**src/rtl/rs_syndrome_calc.sv**
```systemverilog
// RS(255,239) syndrome calculator over GF(2^8), poly 0x11D, alpha=0x02.
// Optional error-frame counter: define RS_SYN_ERRCNT_EN.
module rs_syndrome_calc #(
  parameter int N    = 255,
  parameter int NSYN = 16,
  parameter int FCR  = 0
) (
  input  logic              clk,
  input  logic              rst,
  input  logic              in_valid,
  input  logic              in_sop,
  input  logic              in_eop,
  input  logic [7:0]        in_data,
  output logic              syn_valid,
  output logic [8*NSYN-1:0] syn,
  output logic              syn_nonzero,
  output logic              len_err,
  output logic              frame_abort
`ifdef RS_SYN_ERRCNT_EN
  ,
  input  logic              err_cnt_clr,
  output logic [31:0]       err_frame_cnt
`endif
);

  typedef enum logic {
    IDLE,
    ACCUM
  } state_e;

  localparam logic [8:0] NLEN = 9'(N);

  function automatic logic [7:0] xt(input logic [7:0] a);
    return {a[6:0], 1'b0} ^ (a[7] ? 8'h1D : 8'h00);
  endfunction

  function automatic logic [7:0] apow(input int k);
    logic [7:0] r;
    r = 8'h01;
    for (int j = 0; j < k; j++) r = xt(r);
    return r;
  endfunction

  // Multiply by a constant: folds into a fixed XOR network.
  function automatic logic [7:0] cmul(
    input logic [7:0] a,
    input logic [7:0] c
  );
    logic [7:0] r;
    logic [7:0] x;
    r = 8'h00;
    x = c;
    for (int j = 0; j < 8; j++) begin
      if (a[j]) r = r ^ x;
      x = xt(x);
    end
    return r;
  endfunction

  state_e                     state_q;
  logic [NSYN-1:0][7:0]       acc_q;
  logic [NSYN-1:0][7:0]       acc_d;
  logic [8:0]                 cnt_q;
  logic [8:0]                 cnt_d;

  for (genvar i = 0; i < NSYN; i++) begin : g_root
    localparam logic [7:0] ROOT = apow((FCR + i) % 255);
    assign acc_d[i] = cmul(acc_q[i], ROOT) ^ in_data;
  end

  assign cnt_d = (cnt_q == 9'h1FF) ? cnt_q : cnt_q + 9'd1;

  always_ff @(posedge clk) begin
    if (!rst) begin
      state_q     <= IDLE;
      acc_q       <= '0;
      cnt_q       <= '0;
      syn         <= '0;
      syn_valid   <= 1'b0;
      syn_nonzero <= 1'b0;
      len_err     <= 1'b0;
      frame_abort <= 1'b0;
    end else begin
      syn_valid   <= 1'b0;
      frame_abort <= 1'b0;
      if (in_valid) begin
        if (in_sop) begin
          acc_q       <= {NSYN{in_data}};
          cnt_q       <= 9'd1;
          frame_abort <= (state_q == ACCUM);
          if (in_eop) begin
            state_q     <= IDLE;
            syn_valid   <= 1'b1;
            syn         <= {NSYN{in_data}};
            syn_nonzero <= |in_data;
            len_err     <= (NLEN != 9'd1);
          end else begin
            state_q <= ACCUM;
          end
        end else if (state_q == ACCUM) begin
          acc_q <= acc_d;
          cnt_q <= cnt_d;
          if (in_eop) begin
            state_q     <= IDLE;
            syn_valid   <= 1'b1;
            syn         <= acc_d;
            syn_nonzero <= |acc_d;
            len_err     <= (cnt_d != NLEN);
          end
        end
      end
    end
  end

`ifdef RS_SYN_ERRCNT_EN
  logic [31:0] errc_q;
  logic        err_inc;

  assign err_inc       = syn_valid & (syn_nonzero | len_err);
  assign err_frame_cnt = errc_q;

  always_ff @(posedge clk) begin
    if (!rst) begin
      errc_q <= '0;
    end else if (err_cnt_clr) begin
      errc_q <= {31'd0, err_inc};
    end else if (err_inc && errc_q != 32'hFFFF_FFFF) begin
      errc_q <= errc_q + 32'd1;
    end
  end
`endif

endmodule

```
**config.mk**
```make
export PLATFORM = sky130hd
export DESIGN_NAME = rs_syndrome_calc
export DESIGN_NICKNAME = d
export VERILOG_FILES = /design/src/rtl/rs_syndrome_calc.sv
export SDC_FILE = /design/constraint.sdc
export NUM_CORES = 1
export LEC_CHECK = 0
export CAP_MARGIN = 30
export CORE_ASPECT_RATIO = 0.6
export CORE_UTILIZATION = 40
export DETAILED_ROUTE_END_ITERATION = 16
export PLACE_DENSITY = 0.66
export SLEW_MARGIN = 0
export SYNTH_ARGS = -nofsm -noshare
export SYNTH_HDL_FRONTEND = slang
export SYNTH_SLANG_ARGS = --single-unit
```
**constraint.sdc**
```tcl
create_clock -name clk -period 2.5 [get_ports clk]
set_input_delay 0.5 -clock clk [delete_from_list [all_inputs] [get_ports clk]]
set_output_delay 0.5 -clock clk [all_outputs]
set_load 0.02 [all_outputs]
```
# Yosys cells after proc, flatten, opt, wreduce, memory -nomap -nowiden
# Index checks and enable logic that the tools add are counted.
[classes]
n_reduce_logical = 7
eq_ne = 2
n_addsub = 1
mux = 151
n_bitwise = 128
[ops]
columns = ["op", "n"]
rows = [
  ["$mux W128", 6],
  ["$mux W8", 42],
  ["$mux W7", 28],
  ["$not A4 Y4", 47],
  ["$mux W6", 27],
  ["$reduce_or A128 Y1", 1],
  ["$xor A8 B8 Y8", 16],
  ["$mux W5", 21],
  ["$not A3 Y3", 27],
  ["$not A5 Y5", 10],
  ["$not A1 Y1 const A", 28],
  ["$mux W9", 3],
  ["$mux W4", 4],
  ["$mux W1", 15],
  ["$add A9 B1 Y9 const B", 1],
  ["$eq A9 B9 Y1 const B", 1],
  ["$mux W3", 3],
  ["$ne A9 B8 Y1 const B", 1],
  ["$reduce_or A8 Y1", 1],
  ["$reduce_and A3 Y1", 2],
  ["$mux W2", 2],
  ["$reduce_and A2 Y1", 2],
  ["$reduce_bool A2 Y1", 1],
]
[totals]
ff_bits = 270
out_inout_bits = 132
inputBits = 13

# Logic depth before layout (Yosys ltp)
[depth]
ltp_word = 20
depth_mapped = 10
ltp_nobuf = 7

# Worst setup path before layout
# OpenSTA, ideal clock, no wires.
[synth_timing]
path_kind = "reg2reg"
from = "register acc_q[29] (netlist name)"
to = "register syn_nonzero"
n_path_buf = 1
arrival_time_ps = 2151
required_time_ps = 2369
slack_ps = 218
synth_period_minus_slack_ps = 2282
path_stages_with_launch = 9
path_cell_list = "dfxtp_1 > clkbuf_1 > xnor3_1 > xnor2_1 > or4_1 > nor4_1 > nand4_1 > nor4_2 > a31oi_1"
[synth_via]
elab_chain_cells = 10
[synth_rtl]
columns = ["item", "line", "rtl"]
rows = [
  ["start, declared", "61", "logic [NSYN-1:0][7:0] acc_q;"],
  ["start signal, assigned", "88", "acc_q <= {NSYN{in_data}};"],
  ["$mux W5 (*)", "54", "if (a[j]) r = r ^ x;"],
  ["$not A4 Y4 (no source line)", "--", ""],
  ["$mux W6 (*)", "54", ""],
  ["$not A4 Y4 (no source line)", "--", ""],
  ["$mux W7 (*)", "54", ""],
  ["$xor A8 B8 Y8 (*)", "68", "assign acc_d[i] = cmul(acc_q[i], ROOT) ^ in_data;"],
  ["$reduce_or A128 Y1 (*)", "107", "syn_nonzero <= |acc_d;"],
  ["$mux W1 (*)", "103", "if (in_eop) begin"],
  ["$mux W1 (*)", "100", "end else if (state_q == ACCUM) begin"],
  ["$mux W1 (*)", "87", "if (in_sop) begin"],
  ["end signal, assigned", "95", "syn_nonzero <= |in_data;"],
  ["end signal, assigned", "107", ""],
  ["end, declared", "16", "output logic syn_nonzero,"],
]
# Every way passes the cells marked *; elsewhere a longest branch is shown, timed or not. The select of a mux whose other input is x is not followed.
# A chain may end at the register's enable or synchronous reset.

# Worst setup path in the final report
[layout_timing]
from = "register acc_q[123] (netlist name)"
to = "register syn_nonzero"
[layout_via]
elab_chain_cells = 13
[layout_rtl]
columns = ["item", "line"]
rows = [
  ["$mux W6 (*)", "54"],
  ["$mux W7 (*)", "54"],
  ["$not A4 Y4 (no source line)", "--"],
  ["$mux W8 (*)", "54"],
  ["$not A5 Y5 (no source line)", "--"],
  ["$mux W7 (*)", "54"],
  ["$not A5 Y5 (no source line)", "--"],
  ["$mux W8 (*)", "54"],
  ["$xor A8 B8 Y8 (*)", "68"],
  ["$reduce_or A128 Y1 (*)", "107"],
  ["$mux W1 (*)", "103"],
  ["$mux W1 (*)", "100"],
  ["$mux W1 (*)", "87"],
]
# Marks and branches as above.

==> results.cfg <==
[routing]
drt_iter0_markers = 1068
vias = 12761
first_pass_iters = 5
drt-wirelength-per-cell_um = 18.3
avgViaCountPerCell = 5.28
drtAntennaViolNets = 0
wirelength_um = 44300
drc = 0

[timing]
setup_tns_ns = 0
fin_ws_ns = 0.125
slew_violations = 0
worst_slew_pin_slew_ns = 0.674
fmax_mhz = 421
fin_skew_ns = 0.0145
finalHoldViolations = 0
setup_viol = 0
max-slew-margin-rel_pct = 54.7
fin_crit_sh_pct = 95.0
fin_crit_ns = 2.38

[floorplan]
fp.coreArea_um2 = 36600
die_area_um2 = 38100
die_w_um = 251
floorplan.initialDensity_pct = 40.9
die_y_um = 152
ios = 145
rows = 54

[setup_path]
reg2reg_to = syn_nonzero
reg2reg_slack_ns = 0.12
cp_slowest_cell = or3_1
cp-end-kind = register
path_buf_inv = 1
startpoint_type = register
worstPathArrival_ns = 2.80
crit_path_max_incr_delay_ns = 0.45
critPathKind = reg2reg
worstPathCellList = buf_4 -> xnor2_2 -> xnor2_1 -> or3_1 -> a2111o_1 -> nor4_2 -> a31oi_1
reg2regPathDepth = 7
crit_required_ns = 2.92
crit_fanout = 4
crit_family = simple AND/OR/NAND/NOR gates
rr_startpoint = acc_q[123]

[power]
switchingPower_mw = 4.46
pwr-share-seq_pct = 37.3
p_per_area_nw_per_um2 = 718
vdd_drop_max_mv = 0.519
p_comb_share_pct = 31.5
p_int_mw = 8.80
pwr-share-clk_pct = 31.1
power_mw = 13.3
p_leak_nw = 6.55
swShare_pct = 33.6

[hold_path]
hp-start = in_sop
hp-class = in2reg
hold_end = frame_abort
whs_path_depth = 3

[flow_run]
maxCapViolCount = 0

[global_routing]
grt_max_degree = 117
grt_util_all_layers_pct = 23.2
grt.overflow.total = 0
grt_pass1_vias = 11954
grt_antenna_before_repair = 0
grt_pass1_wl_um = 69400

[logic_synthesis]
synthArstFlopShare_pct = 0
avgSynthCellArea_um2 = 8.47
synth_area_um2 = 14900
syn_inst = 1763
synth_seq_cells = 270
yosysSeqAreaShare_pct = 36.2
synth_edf_count = 0
synth.distinct_cells = 55
yosysWarnings = 0
ys.flop_type = dfxtp_1
synth_nets = 1777

[cells_and_area]
design_area_um2 = 18500
mostFrequentLayoutCell = nor2_1
nFillCells = 3410
antenna_cells = 0
final_nets = 1907
areaGrowthSynthToFinish_pct = 23.6
drive_gt1_share_pct = 10.7
layout_common_cells = 358 x nor2_1, 268 x xnor2_1, 266 x dfxtp_1, 232 x a211oi_1, 135 x clkdlybuf4s50_1
post-route-util_pct = 50.5

[cts]
cts_setup_buffers = 0
cts_buffers = 26
cts.clk_slew.worst_paths_ns = 0.07
clock_latency_ns = 0.56
holdBufCountCts = 0
ctsRootBufferMaster = clkbuf_16
clockBufferDepth = 3
tritoncts = done
cts_sinks = 270
ctsResizeCount = 0
cts-htree-levels = 1

[placement]
gp_congestion = 0.913
port_buffers = 144
dp_hpwl_um = 32700
placed_cell_area_um2 = 17500
pre_cts_ws_ns = -0.0374

[status]
outcome = finished clean
==> layer usage <==
metal	wire, µm	GRT usage, %	part of all wire (%)	up-vias
met5	0	0	0	-
met4	785	4.73	1.8	0
met3	3670	4.83	8.3	55
met2	18300	34.0	41	420
met1	21500	34.7	49	5995
li1	-	-	-	6291
==> stage by stage <==
stage	hold slack, ns	cells
after floorplan	0.472	1763
after CTS	0.284	2417
final	0.305	2417
after detailed placement	0.454	2369
after global routing	0.320	2417
after global placement	0.452	2369
==> tightest hold or removal path, delay by kind of cell <==
kind,cells,cell delay (ns)
buf+inv,1,0.19
simple gates,2,0.12
==> worst max-delay path by stage <==
stage               startpoint          end  depth (start not counted)
global placement    in_data[3]  syn_nonzero                          9
global route         acc_q[78]  syn_nonzero                          8
finish              acc_q[123]  syn_nonzero                          7
detailed placement  in_data[6]  syn_nonzero                         10
CTS                 acc_q[121]  syn_nonzero                          8
floorplan            acc_q[29]  syn_nonzero                          8
==> cells in the mapped netlist, drive strengths merged (24+ instances only) <==
cell / count / area [µm²]
nor3: 24 / 120
nor2b: 45 / 282
a21oi: 33 / 165
clkbuf: 133 / 499
a211oi: 232 / 1740
o21ai: 35 / 175
nor2: 358 / 1340
xnor2: 275 / 2420
xor2: 70 / 621
nand3: 24 / 120
dfxtp: 270 / 5410
nand2: 53 / 199
buf: 37 / 168
==> sequential cells by signal, summed over array words and instances, names as in the netlist <==
register	cells
cnt_q	9
acc_q	128
syn_valid	1
frame_abort	1
syn	128
len_err	1
syn_nonzero	1
state_q	1
==> kinds of logic after synthesis <==
family                   after synthesis  synth area share, %
flip-flops                           270                 36.2
buffers and inverters                174                 4.57
AO/OA/AOI/OAI                        341                 16.0
multiplexers                          10                0.670
adder cells (fa/ha/maj)                1               0.0838
AND/OR/NAND/NOR                      594                 17.8
XOR/XNOR                             373                 24.6
==> final cells by class <==
type | count | area, µm² | area share (%)
clock buffer | 37 | 753 | 4.08
clock inverter | 11 | 124 | 0.671
inverter | 4 | 20.0 | 0.108
multi-input combinational | 1319 | 8950 | 48.5
sequential | 270 | 5410 | 29.3
tap | 504 | 631 | 3.42
timing repair buffer | 272 | 2570 | 13.9
==> power groups by stage <==
stage / combinational (mW) / clock, mW / sequential (mW)
detailed placement: 4.06 / 0 / 5.03
global route: 4.49 / 4.38 / 4.99
global placement: 4.02 / 0 / 5.03
CTS: 4.10 / 4.21 / 4.94
floorplan: 2.60 / 0 / 5.08
finish: 4.18 / 4.13 / 4.95
(Power assumes the default switching activity.)
==> RTL change 1, RTL diff (same settings) <==
Add an input register stage for `in_valid`, `in_sop`, `in_eop` and `in_data`; this delays them by one clock.
--- a/src/rtl/rs_syndrome_calc.sv
+++ b/src/rtl/rs_syndrome_calc.sv
@@ -31,2 +31,14 @@
   localparam logic [8:0] NLEN = 9'(N);
+
+  logic in_valid_q;
+  logic in_sop_q;
+  logic in_eop_q;
+  logic [7:0] in_data_q;
+
+  always_ff @(posedge clk) begin
+    in_valid_q <= in_valid;
+    in_sop_q   <= in_sop;
+    in_eop_q   <= in_eop;
+    in_data_q  <= in_data;
+  end
 
@@ -67,3 +79,3 @@
     localparam logic [7:0] ROOT = apow((FCR + i) % 255);
-    assign acc_d[i] = cmul(acc_q[i], ROOT) ^ in_data;
+    assign acc_d[i] = cmul(acc_q[i], ROOT) ^ in_data_q;
   end
@@ -85,12 +97,12 @@
       frame_abort <= 1'b0;
-      if (in_valid) begin
-        if (in_sop) begin
-          acc_q       <= {NSYN{in_data}};
+      if (in_valid_q) begin
+        if (in_sop_q) begin
+          acc_q       <= {NSYN{in_data_q}};
           cnt_q       <= 9'd1;
           frame_abort <= (state_q == ACCUM);
-          if (in_eop) begin
+          if (in_eop_q) begin
             state_q     <= IDLE;
             syn_valid   <= 1'b1;
-            syn         <= {NSYN{in_data}};
-            syn_nonzero <= |in_data;
+            syn         <= {NSYN{in_data_q}};
+            syn_nonzero <= |in_data_q;
             len_err     <= (NLEN != 9'd1);
@@ -102,3 +114,3 @@
           cnt_q <= cnt_d;
-          if (in_eop) begin
+          if (in_eop_q) begin
             state_q     <= IDLE;
Function: changed (a bounded check fails within 4 cycles, from zero or initial values and one cycle with rst low).
==> RTL change 1 against the original RTL <==
  * Critical path depth unchanged
  * Worst setup slack got worse by 0.11 ns
  * Clock skew decreased by 0.0027 ns
  * Utilization increased by 0.67 points
  * Sequential cell count increased by 11
  * Cell area increased by 1.1%
  * Count of clock-buffer cells in the layout unchanged
  * Synthesized area decreased by 0.21%
  * Wire length increased by 1.6%
  * Total power increased by 2.7%
  * Final cell count decreased by 0.29%
  * Largest cell class unchanged
==> RTL change 1: results (changes against the original RTL) <==
| Metric | Value |
|---|---|
| Outcome | `completed` |
| Worst vdd ir | `0.548 mV (+5.5%)` |
| GRT Util Overall | `23.5% (+0.27 points)` |
| Mapped Nets | `1778 (+0.056%)` |
| Wire length per cell | `18.7 um (+1.9%)` |
| Placed Instance Area | `0.0177 sq mm (+0.98%)` |
| Synth top area cells | `dfxtp_1 (38%), xnor2_1 (15%), a211oi_1 (12%)` |
| Cell Count, Final, Fillers Out | `2410 (-0.29%)` |
| Most common library cells after synthesis | `nor2_1 (353), dfxtp_1 (281), xnor2_1 (262)` |
| CP Data Arrival Time | `2.94 ns (+0.14 ns)` |
| Reg2Reg Setup Slack | `0.01 ns (-0.11 ns)` |
| Final clock skew | `0.0118 ns (-0.00272 ns)` |
| Max Clk Rate | `402 MHz (-4.5%)` |
| Drt via density | `5.37 (+1.8%)` |
| Worst Hold Launch | `in_data[0]` |
| Post-synth cell types | `56 (+1.8%)` |
| Cells on Worst Hold Path | `1 (-2)` |
| Largest net degree at the start of global routing | `90 (-23%)` |
| Share of cells above drive strength 1 | `11.4% (+0.66 points)` |
| Hpwl dp | `33000 um (+0.91%)` |
| Dpl ws | `-0.0561 ns (-0.0187 ns)` |
| Starting DRT DRC Count | `1087 (+1.8%)` |
| Vias in the first global route | `12009 (+0.46%)` |
| Minimum hold slack | `0.369 ns (+0.0643 ns)` |
| Critical path origin | `acc_q[57]` |
| Fin nets | `1929 (+1.2%)` |
| Worst reg2reg path startpoint | `acc_q[57]` |
| Hold Path End | `in_data_q[0]` |
| GPL Wtd Cong | `0.911 (-0.25%)` |
| Inserted Clock Buffers | `28 (+7.7%)` |
| Worst slew margin | `50.4% (-4.3 points)` |
| Leakage | `0.00656 uW (+0.19%)` |
| Avg Cell Area, Syn | `8.45 sq um (-0.27%)` |
RTL change 1: cell types whose count changed after synthesis, sizes merged, moves of 4 or more:
cell    change
xnor3      -16
or4         +6
xor2       +16
and2        -6
or2         +5
nor2        -5
dfxtp      +11
clkbuf      -4
o21ai       -5
xnor2      -12
a211oi      +7
RTL change 1: logic make-up after synthesis:
| kind of cell | after synthesis | share of synthesized area [%] |
|---|---|---|
| simple gates | 587 | 17.7 |
| xor+xnor | 361 | 22.5 |
| compound gates | 354 | 16.8 |
| flops | 281 | 37.7 |
| buf+inv | 171 | 4.53 |
| mux | 9 | 0.613 |
| fa+ha+maj | 1 | 0.0839 |
RTL change 1: worst max-delay path: stages, from the launching register on:
cell and delay (ns):
dfxtp_1 0.40, xor2_1 0.26, xnor2_1 0.22, xor2_1 0.33, nand4_1 0.16, or4_1 0.61, nor4_4 0.30, a21oi_1 0.09
RTL change 1: timing repair:
item,CTS,global route
buffers inserted,0,1
endpoints found under the hold margin,0,0
pin swaps,0,3
gates resized for setup,2,16
setup endpoints to repair,1,1
RTL change 1: cell type report:
class / instances / area (sq um)
fillers: 3374 / 17800
multi-input cells: 1312 / 8710
flip-flops and latches: 281 / 5640
repair buffers: 288 / 2800
clock buffers: 37 / 744
well taps: 476 / 596
clock inverters: 12 / 158
inverters: 4 / 20.0
RTL change 1: layer usage:
layer | vias up | GRT usage [%] | part of all wire [%]
met5 | - | 0 | 0
met4 | 0 | 5.18 | 1.9
met3 | 56 | 3.83 | 6.5
met2 | 397 | 34.4 | 41
met1 | 6137 | 35.7 | 50
li1 | 6357 | - | -
RTL change 1: where the power goes:
group	leakage [uW]	total (uW)	switching [uW]	internal, uW
Clock	0.000431	4270	1860	2410
Sequential	0.00231	5170	356	4810
Combinational	0.00381	4180	2330	1840
==> RTL change 2, RTL diff (same flow settings) <==
Made on the original files. `NSYN`: 16 -> 17.
--- a/src/rtl/rs_syndrome_calc.sv
+++ b/src/rtl/rs_syndrome_calc.sv
@@ -4,3 +4,3 @@
   parameter int N    = 255,
-  parameter int NSYN = 16,
+  parameter int NSYN = 17,
   parameter int FCR  = 0
Ports: changed (resized syn); port bits go from 145 to 153. The function was not compared with the original's and may differ.
==> RTL change 2 against the original RTL <==
  * The flow now finishes with violations (negative setup slack)
  * Synthesized area is 3.3% higher
  * First-iteration DRC count is 24% higher
  * Wire length is 12% higher
  * Sequential cell count is 16 higher
  * Worst setup slack worse by 0.24 ns
  * Cell area is 10% higher
  * Combinational power is 23% higher
  * Total power is 14% higher
  * Sequential share of layout area is 1.1 points lower
  * Largest cell class unchanged
==> RTL change 2: results (changes against the original RTL) <==
| Metric | Value |
|---|---|
| Outcome | `complete, but fails checks` |
| Failing checks | `negative setup slack` |
| Inserted Clock Buffers | `28 (+7.7%)` |
| Mux cell area share after synthesis | `0.478% (-0.19 points)` |
| Placed Instance Area | `0.0189 sq mm (+8.0%)` |
| Reg2reg path depth | `9 (+2)` |
| Crit-path max FO | `3 (-1)` |
| Worst reg2reg path startpoint | `acc_q[111]` |
| Final clock skew | `0.0159 ns (+0.00139 ns)` |
| Setup violators final | `1 (+1)` |
| 1st-pass router iterations | `8 (+3)` |
| Worst setup margin | `-0.118 ns (-0.242 ns)` |
| Most common library cells after synthesis | `nor2_1 (392), xnor2_1 (303), dfxtp_1 (286)` |
| CP Data Arrival Time | `3.06 ns (+0.26 ns)` |
| Leakage | `0.00738 uW (+13%)` |
| GRT Util Overall | `24.6% (+1.4 points)` |
| Final wirelength | `49400 um (+12%)` |
| Top flop regs | `acc_q x136, syn x136, cnt_q x9` |
| Filler cell count | `3478 (+2.0%)` |
| Hold Path End | `acc_q[54]` |
| Clock network power | `4700 uW (+14%)` |
| Worst slew margin | `56.6% (+1.9 points)` |
| Vias in the first global route | `13044 (+9.1%)` |
| Post-synth cell types | `53 (-3.6%)` |
| Initial antenna violation count | `1 (+1)` |
## RTL change 2: tightest hold or removal path: stages
cell	delay (ns)
buf_2	0.13
xnor2_1	0.16
a211oi_1	0.08
## RTL change 2: area by class of cell
class / instances / area share, %
multi-input cells: 1402 / 46.4
flip-flops and latches: 286 / 28.2
repair buffers: 387 / 17.1
clock buffers: 32 / 3.61
well taps: 513 / 3.15
clock inverters: 19 / 1.37
inverters: 8 / 0.184
diodes: 1 / 0.0123
## RTL change 2: timing repair
| action | in CTS | in global routing |
|---|---|---|
| setup endpoints to repair | 1 | 1 |
| resized for setup | 30 | 49 |
| pin swaps | 15 | 14 |
| buffers inserted | 7 | 4 |
## RTL change 2: routing by layer
layer	vias to the layer above	part of all wire [%]	track usage, %
li1	6854	-	-
met3	54	8.3	4.73
met4	0	1.5	4.11
met5	-	0	0
met2	555	41	35.0
met1	6668	49	38.0
